## src/rtl/stream_arb_tree.sv

```systemverilog
// stream_arb_tree
//   Fair round-robin arbiter that merges NumIn valid/ready request streams
//   into one output stream.
//
//   Optional build macro: STREAM_ARB_TREE_OUT_REG_EN
//     undefined : req_o/data_o/idx_o are combinational from req_i/data_i
//                 (zero latency, output handshake == internal handshake).
//     defined   : req_o/data_o/idx_o come from a one-entry output register
//                 (full throughput, one cycle of latency).
//
//   Ports
//     clk_i    : clock, all state on the rising edge
//     rst_i    : asynchronous active-high reset
//     flush_i  : synchronous clear of pointer, lock and output stage
//     req_i    : per-input request
//     gnt_o    : per-input grant, one-hot or zero
//     data_i   : per-input payload
//     req_o    : arbitrated request/valid
//     gnt_i    : downstream grant/ready
//     data_o   : selected payload
//     idx_o    : index of the selected input
module stream_arb_tree #(
  parameter int NumIn     = 4,
  parameter int DataWidth = 32,
  parameter bit LockIn    = 1'b1,
  localparam int IdxWidth = (NumIn > 1) ? $clog2(NumIn) : 1
) (
  input  logic                                clk_i,
  input  logic                                rst_i,
  input  logic                                flush_i,
  input  logic [NumIn-1:0]                    req_i,
  output logic [NumIn-1:0]                    gnt_o,
  input  logic [NumIn-1:0][DataWidth-1:0]     data_i,
  output logic                                req_o,
  input  logic                                gnt_i,
  output logic [DataWidth-1:0]                data_o,
  output logic [IdxWidth-1:0]                 idx_o
);

  // Cyclic increment of an index, wrapping NumIn-1 -> 0.
  function automatic logic [IdxWidth-1:0] wrap_add(input logic [IdxWidth-1:0] base,
                                                   input int unsigned         off);
    int unsigned s;
    s = 32'(base) + off;
    if (s >= NumIn) s = s - NumIn;
    return s[IdxWidth-1:0];
  endfunction

  logic                 sel_vld;
  logic [IdxWidth-1:0]  sel_idx;
  logic [DataWidth-1:0] sel_data;
  logic                 ready_int;
  logic                 accept;

  logic [IdxWidth-1:0]  rr_q;
  logic                 lock_q;
  logic [IdxWidth-1:0]  lock_idx_q;

  // Stage p0: selection among the current requests
  generate
    if (NumIn == 1) begin : g_single
      assign sel_vld    = req_i[0] & ~rst_i;
      assign sel_idx    = '0;
      assign rr_q       = '0;
      assign lock_q     = 1'b0;
      assign lock_idx_q = '0;
    end else begin : g_rr
      always_comb begin
        logic [IdxWidth-1:0] cand;
        cand    = '0;
        sel_vld = 1'b0;
        sel_idx = '0;
        // A lock only holds while its input still requests; if it drops,
        // the round-robin search below runs in the same cycle.
        if (lock_q && req_i[lock_idx_q]) begin
          sel_vld = 1'b1;
          sel_idx = lock_idx_q;
        end else begin
          for (int unsigned k = 0; k < NumIn; k++) begin
            cand = wrap_add(rr_q, k);
            if (!sel_vld && req_i[cand]) begin
              sel_vld = 1'b1;
              sel_idx = cand;
            end
          end
        end
        // Nothing may be offered or granted while reset is applied.
        if (rst_i) sel_vld = 1'b0;
      end

      always_ff @(posedge clk_i or posedge rst_i) begin
        if (rst_i) begin
          rr_q       <= '0;
          lock_q     <= 1'b0;
          lock_idx_q <= '0;
        end else if (flush_i) begin
          rr_q       <= '0;
          lock_q     <= 1'b0;
          lock_idx_q <= '0;
        end else if (accept) begin
          rr_q   <= wrap_add(sel_idx, 1);
          lock_q <= 1'b0;
        end else if (sel_vld && LockIn) begin
          lock_q     <= 1'b1;
          lock_idx_q <= sel_idx;
        end else begin
          lock_q <= 1'b0;
        end
      end
    end
  endgenerate

  assign sel_data = data_i[sel_idx];

  // Flush blocks the internal handshake so it wins over a simultaneous accept.
  assign accept = sel_vld & ready_int & ~flush_i;

  always_comb begin
    gnt_o = '0;
    if (accept) gnt_o[sel_idx] = 1'b1;
  end

`ifdef STREAM_ARB_TREE_OUT_REG_EN
  logic                 vld_p1;
  logic [DataWidth-1:0] data_p1;
  logic [IdxWidth-1:0]  idx_p1;

  // The register takes a new item when empty or draining this cycle.
  assign ready_int = ~vld_p1 | gnt_i;

  // Stage p1: one-entry output register
  always_ff @(posedge clk_i or posedge rst_i) begin
    if (rst_i) begin
      vld_p1  <= 1'b0;
      data_p1 <= '0;
      idx_p1  <= '0;
    end else if (flush_i) begin
      vld_p1  <= 1'b0;
      data_p1 <= '0;
      idx_p1  <= '0;
    end else if (ready_int) begin
      vld_p1 <= accept;
      if (accept) begin
        data_p1 <= sel_data;
        idx_p1  <= sel_idx;
      end
    end
  end

  assign req_o  = vld_p1;
  assign data_o = data_p1;
  assign idx_o  = idx_p1;
`else
  assign ready_int = gnt_i;
  // req_o is masked during flush so the downstream never sees a transfer
  // that the upstream side was not granted.
  assign req_o  = sel_vld & ~flush_i;
  assign data_o = sel_vld ? sel_data : '0;
  assign idx_o  = sel_vld ? sel_idx : '0;
`endif

  // A locked input must hold its request until it is granted.
  lock_hold_a : assert property (@(posedge clk_i) disable iff (rst_i)
                                 lock_q |-> req_i[lock_idx_q]);

endmodule

```

## config.mk

```make
export PLATFORM = sky130hd
export DESIGN_NAME = stream_arb_tree
export DESIGN_NICKNAME = d
export VERILOG_FILES = /design/src/rtl/stream_arb_tree.sv
export SDC_FILE = /design/constraint.sdc
export NUM_CORES = 1
export LEC_CHECK = 0
export CAP_MARGIN = 20
export CORE_MARGIN = 10
export CORE_UTILIZATION = 28
export CTS_CLUSTER_DIAMETER = 40
export CTS_CLUSTER_SIZE = 30
export DETAILED_ROUTE_END_ITERATION = 7
export GPL_ROUTABILITY_DRIVEN = 0
export GPL_TIMING_DRIVEN = 0
export PLACE_DENSITY = 0.94
export SKIP_LAST_GASP = 1
export SYNTH_ARGS = -nofsm -noshare
export SYNTH_HDL_FRONTEND = slang
export SYNTH_SLANG_ARGS = --single-unit
```

## constraint.sdc

```tcl
create_clock -name clk_i -period 7.4 [get_ports clk_i]
set_input_delay 1.11 -clock clk_i [delete_from_list [all_inputs] [get_ports clk_i]]
set_output_delay 1.11 -clock clk_i [all_outputs]
set_load 0.005 [all_outputs]
```

# After elaboration in Yosys (flattened, before gate mapping)
# Index checks and enable logic that the tools add are counted.
[word_totals]
mem_bits_ro = 0
word_cells = 88
out_inout_bits = 39
mem_bits_rw = 0
ff_bits = 5
memories = 0
latch_bits = 0
[op_classes]
muxes = 48
shift = 0
n_div = 0
n_eq_ne = 1
multipliers = 0
n_reduce_logical = 11
order_cmp = 12
addsub = 9
n_bitwise = 4
[op_table]
columns = ["cell", "n"]
rows = [
  ["$bmux W32 S2", 1],
  ["$mux W32", 2],
  ["$mux W2", 20],
  ["$lt A2 B3 Y1 const B", 6],
  ["$mux W1", 18],
  ["$ge A3 B3 Y1 const B", 4],
  ["$bmux W1 S2", 5],
  ["$sub A2 B1 Y2 const B", 5],
  ["$add A2 B1 Y3 const B", 2],
  ["$add A2 B2 Y3 const B", 2],
  ["$logic_and A1 B1 Y1", 5],
  ["$mux W4", 1],
  ["$reduce_bool A2 Y1", 2],
  ["$and A1 B1 Y1", 3],
  ["$ge A2 B3 Y1 const B", 1],
  ["$logic_not A1 Y1", 3],
  ["$demux W1 S2", 1],
  ["$ge A2 B1 Y1 const B", 1],
  ["$ne A2 B2 Y1 const B", 1],
  ["$reduce_and A2 Y1", 1],
  ["$not A1 Y1", 1],
]

# Logic depth before layout (Yosys ltp)
[logic_depth]
depth_word = 25
depth_mapped = 9
depth_no_buf = 7

# Worst setup path after synthesis
# Ideal clock, no wire load.
[synth_timing]
path_type = "in2out"
from = "input port req_i[3]"
to = "output port gnt_o[0]"
path_slack_ps = 3549
path_buffers = 3
required_time_ps = 6290
path_stages = 9
arrival_ps = 2741
cell_sequence = "mux4_2 and3_1 a41o_1 buf_2 buf_6 buf_6 inv_1 ha_1 and3_1"
[synth_via]
elab_chain_len = 21
elab_cells_between_ends = 39
[synth_rtl]
columns = ["element", "line_no", "text"]
rows = [
  ["start, declared", "31", "input logic [NumIn-1:0] req_i,"],
  ["$bmux W1 S2", "81", "if (!sel_vld && req_i[cand]) begin"],
  ["$mux W1 (implied by the code)", "81", ""],
  ["$mux W1", "81", ""],
  ["$mux W1", "75", "if (lock_q && req_i[lock_idx_q]) begin"],
  ["$logic_not A1 Y1", "81", ""],
  ["$logic_and A1 B1 Y1", "81", ""],
  ["$mux W1", "81", ""],
  ["$mux W1", "75", ""],
  ["[... 5 more ...]", "n/a", ""],
  ["$logic_and A1 B1 Y1", "81", ""],
  ["$mux W2", "81", ""],
  ["$mux W2", "75", ""],
  ["$lt A2 B3 Y1 (implied by the code) / $ge A2 B1 Y1 (equally long branches)", "120", "if (accept) gnt_o[sel_idx] = 1'b1;"],
  ["$logic_and A1 B1 Y1 (implied by the code)", "120", ""],
  ["$mux W1 (implied by the code)", "120", ""],
  ["$demux W1 S2", "120", ""],
  ["$mux W4 *", "120", ""],
  ["end, declared", "32", "output logic [NumIn-1:0] gnt_o,"],
]
# Every way passes the cells marked *; elsewhere a longest branch is shown, timed or not. The select of a mux whose other input is x is not followed.

# Worst setup path in the final report
[layout_timing]
from = "input port req_i[1]"
to = "output port data_o[6]"
[layout_via]
elab_chain_len = 19
elab_cells_between_ends = 34
[layout_rtl]
columns = ["element", "line_no", "text"]
rows = [
  ["$bmux W1 S2", "81", ""],
  ["$mux W1 (implied by the code)", "81", ""],
  ["$mux W1", "81", ""],
  ["$mux W1", "75", ""],
  ["$logic_not A1 Y1", "81", ""],
  ["$logic_and A1 B1 Y1", "81", ""],
  ["$mux W1", "81", ""],
  ["$mux W1", "75", ""],
  ["[... 3 more ...]", "n/a", ""],
  ["$mux W1", "75", ""],
  ["$logic_not A1 Y1", "81", ""],
  ["$logic_and A1 B1 Y1", "81", ""],
  ["$mux W2", "81", ""],
  ["$mux W2", "75", ""],
  ["$bmux W32 S2", "113", "assign sel_data = data_i[sel_idx];"],
  ["$mux W32 (implied by the code)", "113", ""],
  ["$mux W32 *", "158", "assign data_o = sel_vld ? sel_data : '0;"],
  ["end, declared", "36", "output logic [DataWidth-1:0] data_o,"],
]
# Marked as above.

==> metrics.log <==
[metrics] most frequent cells in the layout: 174 x clkdlybuf4s50_1, 64 x mux2i_1, 32 x o22ai_1, 8 x buf_2, 7 x nor2_1
[metrics] CTS tree: done
[metrics] master of the slowest instance on the critical path: clkdlybuf4s50_1
[metrics] via count of the first global-routing pass: about 2300
[metrics] Total GRT Usage: 0.179
[metrics] Tmin final: ~5 ns
[metrics] number of antenna violations at the first check in global routing: 0
[metrics] area of the core region: roughly 4800 um^2
[metrics] cell area power density: roughly 100 nW/um^2
[metrics] post-route ant nets: 0
[metrics] count of input and output buffers: around 170
[metrics] number of unique standard cell types used by synthesis: 26
[metrics] Post-Route Setup TNS: 0 ns
[metrics] CTS root buffer: clkbuf_8
[metrics] # clock sinks: 5
[metrics] total overflow reported by the global router: 0
[metrics] Synth Net Count: between 300 and 400
[metrics] Netlist Area Pre-Place: 1390 um^2
[metrics] # rows: 25
[metrics] number of instances resized during post-cts repair: 0
[metrics] most frequent standard cell in the layout excluding fill and tap cells: clkdlybuf4s50_1
[metrics] maximum operating frequency: roughly 200 MHz
[metrics] Seq cells post-synth: 5
[metrics] Setup Fix Bufs, Post-CTS: 0
[metrics] final cycle utilization of the critical path: 0.682
[metrics] end-of-flow core utilization: 0.685
[metrics] static power due to leakage: approximately 1.3 nW
[metrics] layout overhead on the synthesized area: 135%
[metrics] async set-reset flop share out of synthesis: 1.00
[metrics] Top delay family on crit path: buffers and inverters
[metrics] Hold WC Path Type: flop to flop
[metrics] initial cell density of the core: 0.292
[metrics] most frequently used flop master after synthesis: dfrtp_1
[metrics] Clk Latency, worst-skew pair: roughly 0.22 ns
[metrics] maximum number of pins on one net before global-route repair: 12
[metrics] most used cell along the critical path: clkdlybuf4s50_1
[metrics] RSZ-0062 raised after global routing: false
[metrics] DRC errors left: 0
[metrics] class of the most critical setup path: primary input to output pin
[metrics] worst-case hold slack: just under 0.6 ns
[metrics] global routing met2 resource utilization: 0.334
[metrics] arrival time reported for the critical path endpoint: about 4 ns
[metrics] number of pins exceeding their max-slew limit in the final report: 0
[metrics] Yosys warning count: 0
[metrics] Clock Pin Slew Worst Setup and Hold Paths: around 0.04 ns
[metrics] post-detailed-route via-to-cell ratio: roughly 5
[metrics] overall die height: around 90 um
[metrics] Worst VDD drop: approximately 0.047 mV
[metrics] number of buffers inserted for hold repair after clock tree synthesis: 0
[metrics] iteration-0 DRC count of the detailed router: 43
[metrics] average size of a mapped cell: 8.35 um^2
[metrics] instance count of the mapped netlist: 166
[metrics] # IOs: about 180
[metrics] Die Outline Area: ~8000 um^2
[metrics] Post-Route Skew: 0.000938 ns
[metrics] CTS H-tree depth: 1
[metrics] ratio of cells with drive above 1 in the final layout: 0.0523
[metrics] number of synthesized flops with an enable pin: 0
[metrics] CTS buffer count: 3
[metrics] final wirelength: between 7000 and 8000 um
[metrics] list of cells traversed by the critical path: clkdlybuf4s50_1 -> mux4_2 -> and3_1 -> a31oi_2 -> nand2_1 -> clkbuf_1 -> o22ai_1 -> clkdlybuf4s50_1
[metrics] Critical Path Sink Type: output pin
[metrics] delay of the slowest cell on the worst path: between 0.5 and 0.6 ns
[metrics] GR peak layer: met2
[metrics] HPWL after detailed placement: 6970 um
[metrics] result of the run: finished, final reports clean
[metrics] vias after detailed routing: slightly above 2000
[metrics] Hold Fails Final Rpt: 0
[metrics] global-route wire length before repair: roughly 12000 um
[metrics] slew at the pin closest to its max-slew limit: 0.513 ns
[metrics] final routed wire length divided by cell count: 19.2 um
[metrics] non-filler instance count after layout: between 400 and 500
[metrics] Final Setup Violations: 0
[metrics] # diodes: 0
[metrics] element type at the critical path start: primary input
[metrics] relative slew slack: 0.658
[metrics] Pre-Repair DR Iteration Count: 4
[metrics] crit path buf inv count: 3
[metrics] nets: 485
[metrics] met3 demand-to-capacity share in global routing: 0.0632
[metrics] sequential cell area fraction in the yosys report: 0.0903
[metrics] MaxCap Viol Count: 0
[metrics] worst-case clock buffer depth: 2
[metrics] top fanout value on the critical path: 10
[metrics] placed instance count: ~410
[metrics] Req. time, crit path: 6.29 ns
[metrics] DIE WIDTH: around 90 um
[metrics] global routing met1 resource utilization: 0.185
worst paths after layout:
kind                                            from                   endpoint  slack, ns  cells after the start
setup / recovery                            req_i[1]                  data_o[6]       2.35                      8
hold / removal                   rr_q[0]$_DFFE_PP0P_        rr_q[0]$_DFFE_PP0P_       0.58                      2
setup reg to reg           lock_idx_q[0]$_DFFE_PP0P_        rr_q[1]$_DFFE_PP0P_       5.04                      9
hold reg to reg                  rr_q[0]$_DFFE_PP0P_        rr_q[0]$_DFFE_PP0P_       0.58                      2
max in group asynchronous                      rst_i  lock_idx_q[0]$_DFFE_PP0P_       6.08                      2
min in group asynchronous                      rst_i        rr_q[1]$_DFFE_PP0P_       1.15                      2
worst min-delay path, stage by stage, from the launching register on:
cell and delay [ns]:
dfrtp_1 0.40, nand2_1 0.07, a21oi_1 0.06
final cells by class:
cell class | instances | area [um^2]
timing repair buffer | 174 | 1740
fill | 395 | 1500
multi-input combinational | 142 | 1150
sequential | 5 | 125
buffer | 15 | 96.3
tap | 67 | 83.8
clock buffer | 4 | 45.0
inverter | 4 | 15.0
power breakdown:
part	leakage, nW	internal, mW	switching (mW)	total (mW)
logic	1.22	0.157	0.0923	0.250
clock network	0.0228	0.0371	0.0142	0.0513
registers	0.0674	0.0292	0.00172	0.0309
registers in the layout, indices dropped and copies added, names as in the netlist:
name and count:
lock_idx_q 2, rr_q 2, lock_q 1
metal layers:
layer,up-vias,wire (um),share of wire
met2,98,4130,0.52
met1,942,2980,0.38
met5,-,0,0
met4,0,142,0.018
li1,999,-,-
met3,10,655,0.083
Yosys cell counts (all sizes together), types with 3 or more instances:
master | n | area share
inv | 4 | 0.011
buf | 12 | 0.061
nor2 | 7 | 0.019
clkbuf | 3 | 0.0081
o22ai | 32 | 0.14
mux2i | 64 | 0.46
ha | 4 | 0.036
nor2b | 4 | 0.018
nand2 | 5 | 0.014
and3 | 6 | 0.027
dfrtp | 5 | 0.090
a21oi | 4 | 0.014
through the flow:
step / setup WS [ns] / power [mW] / area [um^2]
final: 2.35 / 0.332 / 3260
after global routing: 2.15 / 0.354 / 3260
after CTS: 2.31 / 0.335 / 3260
after detailed placement: 2.34 / 0.282 / 3210
after global placement: 2.37 / 0.277 / 3210
after floorplan: 3.55 / 0.138 / 1390
cell families (layout without fill, tap and decap cells):
family,Yosys count,after routing,synth area share
adder cells (fa/ha/maj),4,4,0.0361
buffers and inverters,19,197,0.0803
AND/OR/NAND/NOR,28,28,0.103
AO/OA/AOI/OAI,45,45,0.212
multiplexers,65,65,0.478
flip-flops,5,5,0.0903
No activity file was read; power rests on OpenSTA's default activity.
